File: config.mk
export PLATFORM = sky130hd
export DESIGN_NAME = pipeline_hazard_ctrl
export DESIGN_NICKNAME = d
export VERILOG_FILES = /design/src/rtl/pipe_pkg.sv /design/src/rtl/sat_counter16.sv /design/src/rtl/pipeline_hazard_ctrl.sv
export SDC_FILE = /design/constraint.sdc
export NUM_CORES = 1
export LEC_CHECK = 0
export CAP_MARGIN = 20
export CORE_MARGIN = 1.5
export CORE_UTILIZATION = 45
export CTS_CLUSTER_DIAMETER = 80
export DETAILED_ROUTE_END_ITERATION = 16
export GPL_ROUTABILITY_DRIVEN = 0
export PLACE_DENSITY = 0.73
export SETUP_SLACK_MARGIN = 0.2
export SLEW_MARGIN = 20
export SYNTH_ARGS = -nofsm -noshare
export SYNTH_HDL_FRONTEND = slang
export SYNTH_SLANG_ARGS = --single-unit
File: constraint.sdc
create_clock -name clk -period 2.7 [get_ports clk]
set_input_delay 0.54 -clock clk [delete_from_list [all_inputs] [get_ports clk]]
set_output_delay 0.54 -clock clk [all_outputs]
set_load 0.1 [all_outputs]
File: src/rtl/pipe_pkg.sv
// Shared pipeline definitions: instruction-type codes, sequencer state encoding
// and source-register usage helpers for the decoder, forwarding and hazard logic.
package pipe_pkg;

   localparam logic [2:0] TYPE_I_LOAD  = 3'b000;
   localparam logic [2:0] TYPE_I_LOGIC = 3'b001;
   localparam logic [2:0] TYPE_S       = 3'b010;
   localparam logic [2:0] TYPE_R       = 3'b011;
   localparam logic [2:0] TYPE_J       = 3'b100;
   localparam logic [2:0] TYPE_U       = 3'b101;
   localparam logic [2:0] TYPE_I_JUMP  = 3'b110;
   localparam logic [2:0] TYPE_B       = 3'b111;

   localparam logic [1:0] ST_RUN      = 2'd0;
   localparam logic [1:0] ST_MEM_WAIT = 2'd1;
   localparam logic [1:0] ST_FLUSH    = 2'd2;

   function automatic logic uses_r1(input logic [2:0] itype);
      return (itype != TYPE_J) && (itype != TYPE_U);
   endfunction

   function automatic logic uses_r2(input logic [2:0] itype);
      return (itype == TYPE_R) || (itype == TYPE_S) || (itype == TYPE_B);
   endfunction

endpackage

File: src/rtl/sat_counter16.sv
// 16-bit up counter with enable and synchronous clear that sticks at 16'hFFFF.
module sat_counter16 (
   input  logic        clk,
   input  logic        rst,
   input  logic        en,
   input  logic        clr,
   output logic [15:0] count
);

   always_ff @(posedge clk or posedge rst) begin
      if (rst)
         count <= '0;
      else if (clr)
         count <= '0;
      else if (en && (count != '1))
         count <= count + 16'd1;
   end

endmodule

File: src/rtl/pipeline_hazard_ctrl.sv
// Stall/enable/flush sequencing for the 5-stage pipeline: load-use stalls,
// EX redirects with a bubble tail, data-memory freezes and perf counters.
module pipeline_hazard_ctrl
   import pipe_pkg::*;
#(
   parameter int unsigned REDIRECT_BUBBLES = 1,
   parameter int unsigned MEM_TIMEOUT      = 255
) (
   input  logic        clk,
   input  logic        rst,
   input  logic [2:0]  IF_ID_type,
   input  logic [4:0]  IF_ID_r1,
   input  logic [4:0]  IF_ID_r2,
   input  logic [2:0]  ID_EX_type,
   input  logic [4:0]  ID_EX_rd,
   input  logic        ex_redirect,
   input  logic        dmem_req,
   input  logic        dmem_ready,
   output logic        pc_en,
   output logic        IF_ID_en,
   output logic        ID_EX_en,
   output logic        EX_MEM_en,
   output logic        IF_ID_flush,
   output logic        ID_EX_flush,
   output logic        MEM_WB_flush,
   output logic        mem_timeout,
   output logic [15:0] stall_cycles,
   output logic [15:0] redirect_count
);

   localparam logic [2:0]  BUBBLES    = 3'(REDIRECT_BUBBLES);
   localparam logic [15:0] TIMEOUT_M1 = 16'(MEM_TIMEOUT - 1);

   logic [1:0]  state, state_nxt;
   logic [2:0]  bcnt, bcnt_nxt;
   logic        mem_busy, load_use, redirect_take;
   logic [15:0] wait_cnt;

   assign mem_busy = dmem_req && !dmem_ready;
   assign load_use = (ID_EX_type == TYPE_I_LOAD) && (ID_EX_rd != '0) &&
                     ((uses_r1(IF_ID_type) && (IF_ID_r1 == ID_EX_rd)) ||
                      (uses_r2(IF_ID_type) && (IF_ID_r2 == ID_EX_rd)));

   // FLUSH is tested before the redirect because a redirect is only honoured
   // outside FLUSH; the resulting priority is unchanged.
   always_comb begin
      pc_en         = 1'b1;
      IF_ID_en      = 1'b1;
      ID_EX_en      = 1'b1;
      EX_MEM_en     = 1'b1;
      IF_ID_flush   = 1'b0;
      ID_EX_flush   = 1'b0;
      MEM_WB_flush  = 1'b0;
      state_nxt     = ST_RUN;
      bcnt_nxt      = bcnt;
      redirect_take = 1'b0;
      if (rst) begin
         pc_en        = 1'b0;
         IF_ID_en     = 1'b0;
         ID_EX_en     = 1'b0;
         EX_MEM_en    = 1'b0;
         IF_ID_flush  = 1'b1;
         ID_EX_flush  = 1'b1;
         MEM_WB_flush = 1'b1;
         bcnt_nxt     = '0;
      end else if (mem_busy) begin
         pc_en        = 1'b0;
         IF_ID_en     = 1'b0;
         ID_EX_en     = 1'b0;
         EX_MEM_en    = 1'b0;
         MEM_WB_flush = 1'b1;
         state_nxt    = (state == ST_FLUSH) ? ST_FLUSH : ST_MEM_WAIT;
      end else if (state == ST_FLUSH) begin
         IF_ID_flush = 1'b1;
         bcnt_nxt    = bcnt - 3'd1;
         state_nxt   = (bcnt == 3'd1) ? ST_RUN : ST_FLUSH;
      end else if (ex_redirect) begin
         IF_ID_flush   = 1'b1;
         ID_EX_flush   = 1'b1;
         redirect_take = 1'b1;
         if (REDIRECT_BUBBLES != 0) begin
            state_nxt = ST_FLUSH;
            bcnt_nxt  = BUBBLES;
         end
      end else if (load_use) begin
         pc_en       = 1'b0;
         IF_ID_en    = 1'b0;
         ID_EX_flush = 1'b1;
      end
   end

   always_ff @(posedge clk or posedge rst) begin
      if (rst) begin
         state <= ST_RUN;
         bcnt  <= '0;
      end else begin
         state <= state_nxt;
         bcnt  <= bcnt_nxt;
      end
   end

   // Set on the edge that completes the MEM_TIMEOUT-th consecutive busy cycle.
   always_ff @(posedge clk or posedge rst) begin
      if (rst)
         mem_timeout <= 1'b0;
      else if (mem_busy && (wait_cnt == TIMEOUT_M1))
         mem_timeout <= 1'b1;
   end

   sat_counter16 u_stall_cnt (
      .clk   (clk),
      .rst   (rst),
      .en    (!pc_en),
      .clr   (1'b0),
      .count (stall_cycles)
   );

   sat_counter16 u_redirect_cnt (
      .clk   (clk),
      .rst   (rst),
      .en    (redirect_take),
      .clr   (1'b0),
      .count (redirect_count)
   );

   sat_counter16 u_wait_cnt (
      .clk   (clk),
      .rst   (rst),
      .en    (mem_busy),
      .clr   (!mem_busy),
      .count (wait_cnt)
   );

endmodule

# Word level (Yosys, flattened, before mapping)
# Index checks and enable logic that the tools add are counted.
# op_classes
n_addsub	4
eq_ne	15
muxes	33
reduce_logical	19
# op_table
op	n
16-bit by 1-bit adder with 16-bit output, second input constant	3
16-bit != test, second input constant	3
16-bit two-way mux	2
1-bit two-way mux	21
16-bit by 8-bit == test with 1-bit output, second input constant	1
2-bit two-way mux	6
3-bit two-way mux	4
5-bit == test	2
1-bit logical AND	10
3-bit by 2-bit == test with 1-bit output, second input constant	2
3-bit != test, second input constant	2
5-bit nonzero test	1
3-bit by 1-bit == test with 1-bit output, second input constant	1
3-bit == test, second input constant	1
3-bit zero test	1
1-bit logical OR	3
3-bit nonzero test	1
3-bit by 1-bit subtractor with 3-bit output, second input constant	1
2-bit == test, second input constant	1
1-bit zero test	2
2-bit by 1-bit != test with 1-bit output, second input constant	1
2-bit != test, second input constant	1
2-bit AND reduction	1
# totals
regBits	54
inputBits	26
out_inout_bits	40
elab_cells	77

# Logic depth before layout (Yosys ltp)
# logic_depth
depth_word	13
ltp_mapped	8
mapped_depth_nobuf	7

# Cells and area by module
# Synthesis repeated with hierarchy kept, for this count alone.
# unflattened
hier_cells	372
hier_area_um2	3367.0
# by_module_without_submodules
mod	instances	cells_each	area_per_inst_um2
sat_counter16	3	101	932.1
pipeline_hazard_ctrl	1	69	570.5

# Least setup slack after synthesis
# Ideal clock, no wire load.
# synth_timing
path_kind	input to output
startpoint	input rst
endpoint	output pc_en
arrival_time_ns	5.207
required_time_ns	2.160
path_slack_ns	-3.047
cell_stages	4
path_cell_list	inv_1 -> nand2_1 -> a21oi_1 -> buf_4
# synth_via
elab_chain_len	1
# synth_lines
element	line	text
start: declaration	pipeline_hazard_ctrl.sv:10	input logic rst,
1-bit two-way mux	n/a	
end: declaration	pipeline_hazard_ctrl.sv:19	output logic pc_en,
# Every way passes these cells.

# Final worst setup path
# layout_timing
startpoint	input IF_ID_r2[2]
endpoint	output ID_EX_flush
# layout_via
elab_chain_len	9
# layout_lines
element	line	text
start: declaration	pipeline_hazard_ctrl.sv:13	input logic [4:0] IF_ID_r2,
5-bit == test	pipeline_hazard_ctrl.sv:42	(uses_r2(IF_ID_type) && (IF_ID_r2 == ID_EX_rd)));
1-bit logical AND	pipeline_hazard_ctrl.sv:42	
1-bit logical OR	pipeline_hazard_ctrl.sv:41	((uses_r1(IF_ID_type) && (IF_ID_r1 == ID_EX_rd)) ||
1-bit logical AND	pipeline_hazard_ctrl.sv:40	assign load_use = (ID_EX_type == TYPE_I_LOAD) && (ID_EX_rd != '0) &&
1-bit two-way mux	pipeline_hazard_ctrl.sv:85	end else if (load_use) begin
1-bit two-way mux	pipeline_hazard_ctrl.sv:77	end else if (ex_redirect) begin
1-bit two-way mux	pipeline_hazard_ctrl.sv:73	end else if (state == ST_FLUSH) begin
1-bit two-way mux	pipeline_hazard_ctrl.sv:66	end else if (mem_busy) begin
1-bit two-way mux	pipeline_hazard_ctrl.sv:57	if (rst) begin
end: declaration	pipeline_hazard_ctrl.sv:24	output logic ID_EX_flush,
# Every way passes these cells.

==> reports/metrics.yaml <==
synth-edff-count: 0
dp_hpwl_mm: 4.547
final_cell_area_um2: 3842
yosysWarnings: 0
whs_path_depth: 1
cts_hold_buf: 0
placed_area_um2: 3642
peakVddDrop_v: 0.001069
dr.pass1.iters: 4
seq_area_frac_synth_pct: 48.06
tns_ps: 0
cts_buffers: 5
tightest_slew_ps: 564.8
ant_nets: 0
drc_errors: 0
initial_core_util_pct: 46.93
drive_gt1_share_pct: 27.65
wl_per_cell_um: 14.26
cts.path.max_buffers: 2
finalCritPeriodShare_pct: 92.58
antenna_found_initial: 0
crit_cells: 8
coreArea_um2: 5991
period_needed_ps: 2500
synth_top_area_share_pct: 48.06
num_rows: 28
finalSetupViolations: 0
grt-ovfl-total: 0
cap_violations: 0
cp_top_family: "simple AND/OR/NAND/NOR gates"
end_kind: "output port"
synth_seq_cells: 54
crit_fanout: 2
syn_area_um2: 2811
clk_latency_ps: 310
r2r_cells: 7
maxSlewHeadroom_pct: 62.00
power_density_nw_per_um2: 696.4
grt_max_degree: 42
chipHeight_um: 82.04
cp-start-kind: "input port"
avgSynthCellArea_um2: 10.19
grt_pass1_vias: 2231
track_usage_pct: 20.04
slowest_delay_ps: 290
cts.sinks: 54
drtIter0Drc: 79
grt_pass1_wl_mm: 10.47
required_ps: 2160
path_buf_inv: 2
max_freq_mhz: 400.0
syn2layout_area_growth_pct: 36.67
total_power_mw: 2.676
leakagePower_nw: 1.730
dieWidth_um: 82.04
hold_violations: 0
path_cells: "clkdlybuf4s15_1 > xor2_2 > nor4_4 > a22oi_2 > nor2_2 > o211ai_1 > nand2_1 > buf_12"
cts_tree: "built"
nNetsFinal: 389
ys_types: 42
mostFrequentLayoutCell: "dfrtp_1"
nFillCells: 477
worst_ep_arrival_time_ps: 1960
synth_ff_type: "dfrtp_1"
synth_area_leaders: "dfrtp_1 (48%), xnor2_1 (8.1%), xor2_1 (8.1%), nand4_1 (3.8%), nand3_1 (3.6%)"
rsz0062_at_grt: "true"
final_cell_mix: "dfrtp_1 (54), buf_4 (47), xnor2_1 (26)"
vias: 2270
ios: 66
num_antenna_cells: 0
dieArea_um2: 6731
status: "complete, no violations"
syn-num-nets: 308
dp_slack_ps: -185.5
root_buffer: "clkbuf_8"
drt_wl_total_mm: 6.176
timing.final.max_slew_violations: 0
h-tree-depth: 2
yosysTopAreaCell: "dfrtp_1"
clkTransAtPathRegs_ps: 100
worst_path_max_delay_cell: "nor4_4"
port_buffers: 65
synthArstFlopShare_pct: 100.0
skew_ps: 4.591
fin_ws_ps: 200.3
crit_type: "input port to output port"
vias_per_cell: 5.242
synthCells: 276
min_path_type: "register to register"
path summary, 6_finish.rpt:
path                                 startpoint  slack, ps                    end
max in group asynchronous                   rst       1440    u_wait_cnt.count[8]
hold / removal                      mem_timeout        490            mem_timeout
setup reg to reg           u_stall_cnt.count[0]        550   u_stall_cnt.count[1]
min in group asynchronous                   rst        720  u_stall_cnt.count[14]
hold reg to reg                     mem_timeout        490            mem_timeout
setup / recovery                    IF_ID_r2[2]        200            ID_EX_flush
sequential cells by signal, summed over array words and instances (netlist names):
| name | flops |
|---|---|
| bcnt | 3 |
| state | 2 |
| mem_timeout | 1 |
| u_wait_cnt.count | 16 |
| u_redirect_cnt.count | 16 |
| u_stall_cnt.count | 16 |
cell usage after synthesis (3+ instances only):
| master | count |
|---|---|
| and4_1 | 3 |
| nor3_1 | 8 |
| o21ai_0 | 3 |
| nand4_1 | 17 |
| nor2_1 | 25 |
| xnor2_1 | 26 |
| clkbuf_1 | 3 |
| a31oi_1 | 3 |
| a21oi_1 | 4 |
| dfrtp_1 | 54 |
| nor4_1 | 5 |
| xor2_1 | 26 |
| ha_1 | 6 |
| and3_1 | 7 |
| nand2_1 | 21 |
| nand3_1 | 20 |
| inv_1 | 10 |
stage by stage:
stage               hold slack (ps)  cells  util (%)
floorplan                     488.9    276         -
detailed placement            466.8    422     60.80
finish                        485.9    433     64.14
CTS                           488.9    431     62.57
global route                  508.3    433     64.14
global placement              461.1    422     60.80
worst register-to-register path, stage by stage, from the launching register on:
cell and delay (ps):
dfrtp_1 430, ha_1 240, nand4_1 150, nor4_1 100, or4_4 500, o21bai_4 140, buf_12 150, mux2_2 330
metal layers:
metal	vias up	GRT usage [%]	part of all wire (%)
li1	1122	-	-
met1	1102	27.51	46
met2	40	32.95	49
met3	6	3.333	3.5
met4	0	4.746	0.65
met5	-	0	0
cell families (layout without fill, tap and decap cells):
| logic type | count (synthesis) | after routing | synth area share, % |
|---|---|---|---|
| mux | 3 | 3 | 1.157 |
| flops | 54 | 54 | 48.06 |
| buf+inv | 17 | 99 | 3.071 |
| compound gates | 21 | 21 | 5.340 |
| simple gates | 123 | 123 | 23.50 |
| xor+xnor | 52 | 52 | 16.20 |
| fa+ha+maj | 6 | 6 | 2.670 |
area by class of cell:
cell class	instances	area, µm²	share of cell area (%)
Clock buffer	5	68.82	1.791
Clock inverter	3	21.27	0.5536
Inverter	10	41.29	1.075
Multi-Input combinational cell	205	1498	38.98
Sequential cell	54	1351	35.17
Tap cell	75	93.84	2.442
Timing Repair Buffer	81	768.2	19.99
power by group:
part           internal, mW  switching (mW)
registers             0.902           0.126
clock network         0.183           0.270
logic                 0.303           0.892
total                  1.39            1.29
repair_timing:
action	4_1_cts	5_1_grt
buffers inserted	1	2
pin swaps	10	11
gates resized for setup	36	22
setup endpoints to repair	4	4
No activity file was read; power rests on OpenSTA's default activity.
